`config.mk`:
```
export PLATFORM = sky130hd
export DESIGN_NAME = inst_buffer
export DESIGN_NICKNAME = d
export VERILOG_FILES = /design/src/rtl/inst_buffer_pkg.sv /design/src/rtl/ib_storage.sv /design/src/rtl/inst_buffer.sv
export SDC_FILE = /design/constraint.sdc
export NUM_CORES = 1
export LEC_CHECK = 0
export BUFFER_PORTS_ARGS = -buffer_cell sky130_fd_sc_hd__buf_2
export CAP_MARGIN = 10
export CORE_MARGIN = 2
export CORE_UTILIZATION = 40
export DETAILED_ROUTE_END_ITERATION = 7
export PLACE_DENSITY = 0.68
export SLEW_MARGIN = 20
export SYNTH_ARGS = -nofsm -noshare
export SYNTH_HDL_FRONTEND = slang
export SYNTH_SLANG_ARGS = --single-unit
```
`constraint.sdc`:
```
create_clock -name aclk -period 10.46 [get_ports aclk]
set_input_delay 0 -clock aclk [delete_from_list [all_inputs] [get_ports aclk]]
set_output_delay 0 -clock aclk [all_outputs]
set_load 0.02 [all_outputs]
```
`src/rtl/inst_buffer_pkg.sv`:
```
// Shared constants and types for the instruction fetch buffer and the PC register.
package inst_buffer_pkg;

    localparam int unsigned IB_DEPTH   = 8;
    localparam int unsigned IB_ENTRY_W = 65;

    localparam logic Flush      = 1'b1;
    localparam logic ReadEnable = 1'b1;

    typedef struct packed {
        logic [31:0] pc;
        logic [31:0] inst;
        logic        pred_taken;
    } ib_entry_t;

endpackage

```
`src/rtl/ib_storage.sv`:
```
// Entry array: one synchronous write port, one asynchronous read port, no reset.
module ib_storage
    import inst_buffer_pkg::*;
#(
    parameter int unsigned DEPTH = IB_DEPTH,
    parameter int unsigned W     = IB_ENTRY_W
) (
    input  logic                     aclk,
    input  logic                     we,
    input  logic [$clog2(DEPTH)-1:0] waddr,
    input  logic [W-1:0]             wdata,
    input  logic [$clog2(DEPTH)-1:0] raddr,
    output logic [W-1:0]             rdata
);

    logic [W-1:0] mem [DEPTH];

    always_ff @(posedge aclk) begin
        if (we) begin
            mem[waddr] <= wdata;
        end
    end

    assign rdata = mem[raddr];

endmodule

```
`src/rtl/inst_buffer.sv`:
```
// In-order fetch buffer between the icache response path and decode, with
// almost-full backpressure to the PC register and a sticky overflow flag.
module inst_buffer
    import inst_buffer_pkg::*;
#(
    parameter int unsigned DEPTH = IB_DEPTH
) (
    input  logic        aclk,
    input  logic        aresetn,
    input  logic        flush,
    input  logic        if_valid,
    input  logic [31:0] if_pc,
    input  logic [31:0] if_inst,
    input  logic        if_pred_taken,
    input  logic        id_ready,
    output logic        id_valid,
    output logic [31:0] id_pc,
    output logic [31:0] id_inst,
    output logic        id_pred_taken,
    output logic        ibuffer_full,
    output logic        overflow
);

    localparam int unsigned AW = $clog2(DEPTH);
    localparam logic [AW:0] CNT_MAX  = (AW+1)'(DEPTH);
    localparam logic [AW:0] CNT_HIGH = (AW+1)'(DEPTH - 1);

    logic [AW-1:0] wp;
    logic [AW-1:0] rp;
    logic [AW:0]   count;
    logic          flushing;
    logic          push;
    logic          pop;
    logic          drop;
    ib_entry_t     wr_entry;
    ib_entry_t     head;

    assign flushing = (flush == Flush);
    assign id_valid = (count != '0);
    assign pop      = id_valid && (id_ready == ReadEnable) && !flushing;
    // A full buffer still takes a push when the head leaves in the same cycle.
    assign push     = if_valid && !flushing && ((count < CNT_MAX) || pop);
    assign drop     = if_valid && !flushing && (count == CNT_MAX) && !pop;

    assign wr_entry = '{pc: if_pc, inst: if_inst, pred_taken: if_pred_taken};

    ib_storage #(
        .DEPTH (DEPTH),
        .W     (IB_ENTRY_W)
    ) u_storage (
        .aclk  (aclk),
        .we    (push),
        .waddr (wp),
        .wdata (wr_entry),
        .raddr (rp),
        .rdata (head)
    );

    always_ff @(posedge aclk) begin
        if (!aresetn) begin
            wp       <= '0;
            rp       <= '0;
            count    <= '0;
            overflow <= 1'b0;
        end else if (flushing) begin
            wp    <= '0;
            rp    <= '0;
            count <= '0;
        end else begin
            if (push) begin
                wp <= wp + 1'b1;
            end
            if (pop) begin
                rp <= rp + 1'b1;
            end
            if (push && !pop) begin
                count <= count + 1'b1;
            end else if (pop && !push) begin
                count <= count - 1'b1;
            end
            if (drop) begin
                overflow <= 1'b1;
            end
        end
    end

    always_comb begin
        id_pc         = '0;
        id_inst       = '0;
        id_pred_taken = 1'b0;
        if (id_valid) begin
            id_pc         = head.pc;
            id_inst       = head.inst;
            id_pred_taken = head.pred_taken;
        end
    end

    assign ibuffer_full = (count >= CNT_HIGH);

endmodule

```
==> reports/metrics.cfg, run 1 <==
[outcome]
status = finished clean

[die]
core-area_um2 = 50300
die_h_um = 230
die_w_um = 230
start_util = 0.406
rows = 82
ios = 138
dieArea_um2 = 52900

[global_routing]
grt_pass1_vias = 10500
grt_pass1_wl_mm = 63.7
grt_start_max_net_pins = 67
grt_antenna_before_repair = 4
grt-ovfl-total = 0
grt.total_usage = 0.160

[timing]
slew-limit-headroom = 0.321
period_share = 0.373
setup_violations = 0
setup_tns_ns = 0
slew_violations = 0
tightestPinTransition_ns = 1.02
rsz0062_at_grt = false
max_freq_mhz = 256
hold_violations = 0
period_needed_ns = 3.90
skew_ns = 0.0401

[hold_path]
hold_path.class = in -> reg

[routing]
routed_wl_mm = 42.1
drt_iter0_markers = 637
drc = 0
vias_per_cell = 5.22
drtAntennaViolNets = 0
dr.pass1.iters = 5
vias = 9722
wire_per_inst_um = 22.6

[placement]
globalplace.congestion = 0.705
placed_cells = 1689
portBuffers = 137
dp_hpwl_mm = 21.5
placed_cell_area_um2 = 21900

[worst_setup_path]
start_kind = flip-flop
end_kind = output pin
path_max_fanout = 54
crit_required_ns = 10.46
crit_arrival_ns = 3.90
path_class = reg -> out

[clock_network]
numCtsBuffers = 54
cts_tree = done
cts_resized = 0
insertion_delay_ns = 0.62
h-tree-depth = 2
root_buffer = clkbuf_16
clockBufferDepth = 3
clk_pin_slew_worst_paths_ns = 0.07
clkSinkCount = 534

[synth]
yosysWarnings = 0
netlist_area_um2 = 20400
seq_area_frac_synth = 0.779
synthCells = 907
synth_fp_nets = 983
avgSynthCellArea_um2 = 22.5
synth-seq-cells = 534
synth_cell_type_count = 27
synth.largest_area_cell = edfxtp_1
synth.top_cell.area_share = 0.765
synthTopCellsByArea = edfxtp_1 (76%), mux4_2 (14%), mux2i_1 (3.2%)

[finish]
syn_to_final_growth_pct = 19.8
fin_util = 0.487
drive_above_1_share = 0.320
fin_cells = 1863
final_nets = 1221
fillers = 4147
finalInstanceArea_um2 = 24500

[pwr]
peakVddDrop_v = 0.000117
p_per_area_nw_per_um2 = 187
seqPwrFrac = 0.517
total_power_w = 0.00459
netSwitchingFraction = 0.211
switchingPower_w = 0.000965
pwr-share-clk = 0.426
p_comb_frac = 0.056
p_int_w = 0.00362
cellLeakagePower_nw = 7.79

[job]
cap_violations = 0

[worst max-delay path, stage by stage (launching register included)]
cell,delay (ns)
dfxtp_4,0.73
buf_4,0.65
buf_4,0.80
mux4_2,0.41
mux2i_1,0.41
nor2_1,0.09
buf_2,0.20
[cell usage in the layout, fill, tap and decap left out, types with 2 or more instances in the layout]
master / count
bufinv_16: 8
nand2_1: 8
buf_2: 137
nor2_1: 77
nor2b_1: 2
dfxtp_1: 11
buf_16: 2
nand3_1: 5
buf_6: 3
clkbuf_16: 54
clkinvlp_4: 2
nand2b_1: 4
inv_1: 5
diode_2: 2
nor3_2: 4
dlygate4sd3_1: 70
dfxtp_4: 3
clkinv_2: 10
mux2i_1: 66
xnor2_1: 2
clkbuf_1: 11
clkinv_4: 4
a21oi_1: 4
clkinv_8: 2
clkinv_1: 8
buf_4: 15
ha_1: 5
xor2_1: 4
edfxtp_1: 520
mux4_2: 130
nor2_4: 3
[state kept, by name (all words and copies together), names as in the netlist, named ones only]
name and flops:
wp 3, count 4, u_storage.mem 520, overflow 1, rp 3
[power groups by stage]
| stage | combinational (W) | sequential [W] | clock, W |
|---|---|---|---|
| final | 0.000259 | 0.00237 | 0.00195 |
| after global routing | 0.000280 | 0.00237 | 0.00209 |
| after CTS | 0.000259 | 0.00238 | 0.00200 |
| after detailed placement | 0.000238 | 0.00242 | 0 |
| after global placement | 0.000232 | 0.00242 | 0 |
| after floorplan | 0.000145 | 0.00242 | 0 |
[cell usage after synthesis]
| library cell | instances |
|---|---|
| nor4_1 | 1 |
| nand2_1 | 8 |
| a41oi_1 | 1 |
| nand3_1 | 5 |
| a211oi_1 | 1 |
| inv_1 | 5 |
| mux2i_1 | 66 |
| nor2_1 | 80 |
| xnor2_1 | 2 |
| nor2b_1 | 2 |
| nor4_2 | 1 |
| a31oi_1 | 1 |
| nand2b_1 | 4 |
| mux4_2 | 130 |
| ha_1 | 5 |
| buf_2 | 22 |
| clkbuf_1 | 9 |
| buf_1 | 3 |
| edfxtp_1 | 520 |
| xor2_1 | 4 |
| dfxtp_1 | 14 |
| a21oi_1 | 4 |
| mux2_2 | 1 |
| nor3_1 | 5 |
| or3_1 | 1 |
| buf_6 | 11 |
| fa_1 | 1 |
[final cells by class]
| type | instances | area [um2] | area share |
|---|---|---|---|
| inverter | 5 | 18.8 | 0.000767 |
| clock inverter | 35 | 433 | 0.0177 |
| clock buffer | 65 | 1390 | 0.0569 |
| timing repair buffer | 227 | 1590 | 0.0649 |
| sequential | 534 | 15900 | 0.650 |
| multi-input combinational | 323 | 4280 | 0.175 |
| tap | 672 | 841 | 0.0344 |
| antenna | 2 | 5.00 | 0.000205 |
[repair_timing]
| action | in CTS | in global routing |
|---|---|---|
| hold endpoints to repair | 533 | 0 |
| hold buffers | 70 | 0 |
| buffers inserted | 0 | 0 |
[layer usage]
layer | global-route usage | up-vias | part of all wire
li1 | - | 4240 | -
met3 | 0.0283 | 67 | 0.046
met4 | 0.0450 | 4 | 0.018
met5 | 0 | - | 0.00059
met1 | 0.227 | 5167 | 0.46
met2 | 0.258 | 244 | 0.48
[final timing paths]
path | from | end | slack, ns | cells past startpoint
hold reg to reg | rp[1] | flip-flop | 0.51 | 2
hold / removal | if_inst[8] | u_storage.mem[7][9] | 0.19 | 2
setup reg to reg | count[3] | count[3] | 7.86 | 10
setup / recovery | flip-flop | id_inst[3] | 6.56 | 6
[kinds of logic after synthesis]
kind of cell | after synthesis | share of synthesized area
flip-flops | 534 | 0.779
multiplexers | 197 | 0.176
AND/OR/NAND/NOR | 107 | 0.0217
buffers and inverters | 50 | 0.0146
AO/OA/AOI/OAI | 7 | 0.00208
XOR/XNOR | 6 | 0.00257
adder cells (fa/ha/maj) | 6 | 0.00405
[through the flow]
stage	setup WS, ns	hold WS (ns)
floorplan	3.11	0.0989
global placement	7.10	0.232
detailed placement	7.11	0.271
CTS	6.45	0.148
global route	6.33	0.183
finish	6.56	0.188
Power figures use the tool's default switching activity.
==> run 2, diff against run 1 <==
- clock period: 10.46 -> 3.9 ns (I/O delays scaled with it)
==> reports/metrics.cfg, run 2 (synthesized netlist as in run 1, its figures left out) <==
[timing]
setup_tns_ns = 0
period_share = 0.757
setup_violations = 0
slew_violations = 0
slew-limit-headroom = 0.411
hold_violations = 0
tightestPinTransition_ns = 0.884
rsz0062_at_grt = false
max_freq_mhz = 339
skew_ns = 0.0177
period_needed_ns = 2.95
layout_setup_ws_ns = 0.947

[worst_setup_path]
start_kind = flip-flop
end_kind = output pin
crit_path_cell_trace = buf_12 > buf_12 > mux4_2 > mux2i_1 > nor2_1 > buf_2
rrSetupSlack_ns = 1.33
path_max_fanout = 28
path_common_cell = buf_12
reg2reg_depth = 6
path_class = reg -> out
crit_arrival_ns = 2.95
critPathMaxStageDelay_ns = 0.73
slowest_stage = dfxtp_4
timing.rr.start = count[3]
timing.rr.end = u_storage.mem[6][37]
crit_required_ns = 3.90

[die]
start_util = 0.406
ios = 138
die_h_um = 230
rows = 82
core-area_um2 = 50300
dieArea_um2 = 52900
die_w_um = 230

[finish]
top_register = u_storage.mem
drive_above_1_share = 0.323
most-common-layout-cells = edfxtp_1 (520), buf_2 (137), mux4_2 (130)
fin_util = 0.485
final_nets = 1232
biggestRegsByFlops = u_storage.mem (520), count (4)
syn_to_final_growth_pct = 19.5
final_common_cell = edfxtp_1
largest_reg_flops = 520
fin_cells = 1873

[clock_network]
insertion_delay_ns = 0.61
clkSinkCount = 534
root_buffer = clkbuf_16
cts_resized = 0
h-tree-depth = 2
clockBufferDepth = 3
hold_buffers = 70
postCtsSetupBuffers = 0
cts_tree = done
clk_pin_slew_worst_paths_ns = 0.06
numCtsBuffers = 54

[global_routing]
grt_pass1_wl_mm = 61.5
grt.busiest_layer = met2
grt.total_usage = 0.154
grt.met2_usage = 0.235
grt_pass1_vias = 9797
use_met1 = 0.227
grt_start_max_net_pins = 67
grt_antenna_before_repair = 6
grt-ovfl-total = 0
use_met3 = 0.0322

[pwr]
netSwitchingFraction = 0.215
p_comb_frac = 0.058
seqPwrFrac = 0.533
switchingPower_w = 0.00257
cellLeakagePower_nw = 7.79
p_per_area_nw_per_um2 = 490
p_int_w = 0.00938
total_power_w = 0.0120
peakVddDrop_v = 0.000354
pwr-share-clk = 0.409

[hold_path]
hp-start = if_inst[18]
hold_depth = 2
hold_path.class = in -> reg
min_to = u_storage.mem[2][19]

[placement]
dp_hpwl_mm = 23.9
globalplace.congestion = 0.714
placed_cells = 1702
portBuffers = 137
dp_slack_ns = 1.30

[routing]
vias_per_cell = 5.12
wire_per_inst_um = 21.7
dr.pass1.iters = 5
routed_wl_mm = 40.6
drt_iter0_markers = 687
vias = 9583
drc = 0
drtAntennaViolNets = 0

[outcome]
status = finished clean

[job]
cap_violations = 0

-- run 2: cell types whose count changed in the layout (fill, tap and decap cells not counted), sizes merged --
| cell | before | now |
|---|---|---|
| buf | 157 | 168 |
| bufinv | 8 | 3 |
| clkbuf | 65 | 66 |
| clkinv | 25 | 26 |
| clkinvlp | 2 | 1 |
| diode | 2 | 1 |
| inv | 5 | 9 |
-- run 2: layout make-up --
type / count / area, um2
multi-input cells: 323 / 4290
repair buffers: 238 / 1660
clock buffers: 66 / 1400
well taps: 672 / 841
inverters: 5 / 18.8
flip-flops and latches: 534 / 15900
fillers: 4069 / 25900
clock inverters: 34 / 287
diodes: 1 / 2.50
-- run 2: per-stage QoR --
stage	hold slack (ns)	cell area, um2
after floorplan	0.0989	20400
after global placement	0.228	22000
after detailed placement	0.237	22000
after CTS	0.159	24400
after global routing	0.192	24400
final	0.195	24400
-- run 2: worst max-delay path, delay by kind of cell (launching register included) --
kind                   cells  cell delay (ns)
DFF                        1             0.73
buffers and inverters      3             0.75
muxes                      2             0.76
and+or+nand+nor            1             0.06
-- run 2: power groups by stage --
| stage | Sequential (W) | Clock, W | Combinational, W |
|---|---|---|---|
| finish | 0.00636 | 0.00489 | 0.000696 |
| global route | 0.00637 | 0.00523 | 0.000757 |
| CTS | 0.00637 | 0.00502 | 0.000711 |
| detailed placement | 0.00649 | 0 | 0.000650 |
| global placement | 0.00648 | 0 | 0.000638 |
| floorplan | 0.00648 | 0 | 0.000390 |
-- run 2: worst max-delay path by stage --
stage	slack (ns)	endpoint	cells past startpoint
6_report	0.95	id_pc[12]	6
4_1_cts	0.85	id_pc[12]	6
5_1_grt	0.74	id_pc[12]	6
2_1_floorplan	-1.72	u_storage.mem[2][0]	3
3_5_place_dp	1.30	u_storage.mem[7][27]	6
3_3_place_gp	1.36	u_storage.mem[5][27]	6
-- run 2: metal layers --
layer / routed length, um / share of wire / vias up
met5: 70 / 0.0017 / -
met4: 731 / 0.018 / 10
met3: 2160 / 0.053 / 63
met2: 19000 / 0.47 / 228
met1: 18600 / 0.46 / 5025
li1: - / - / 4257
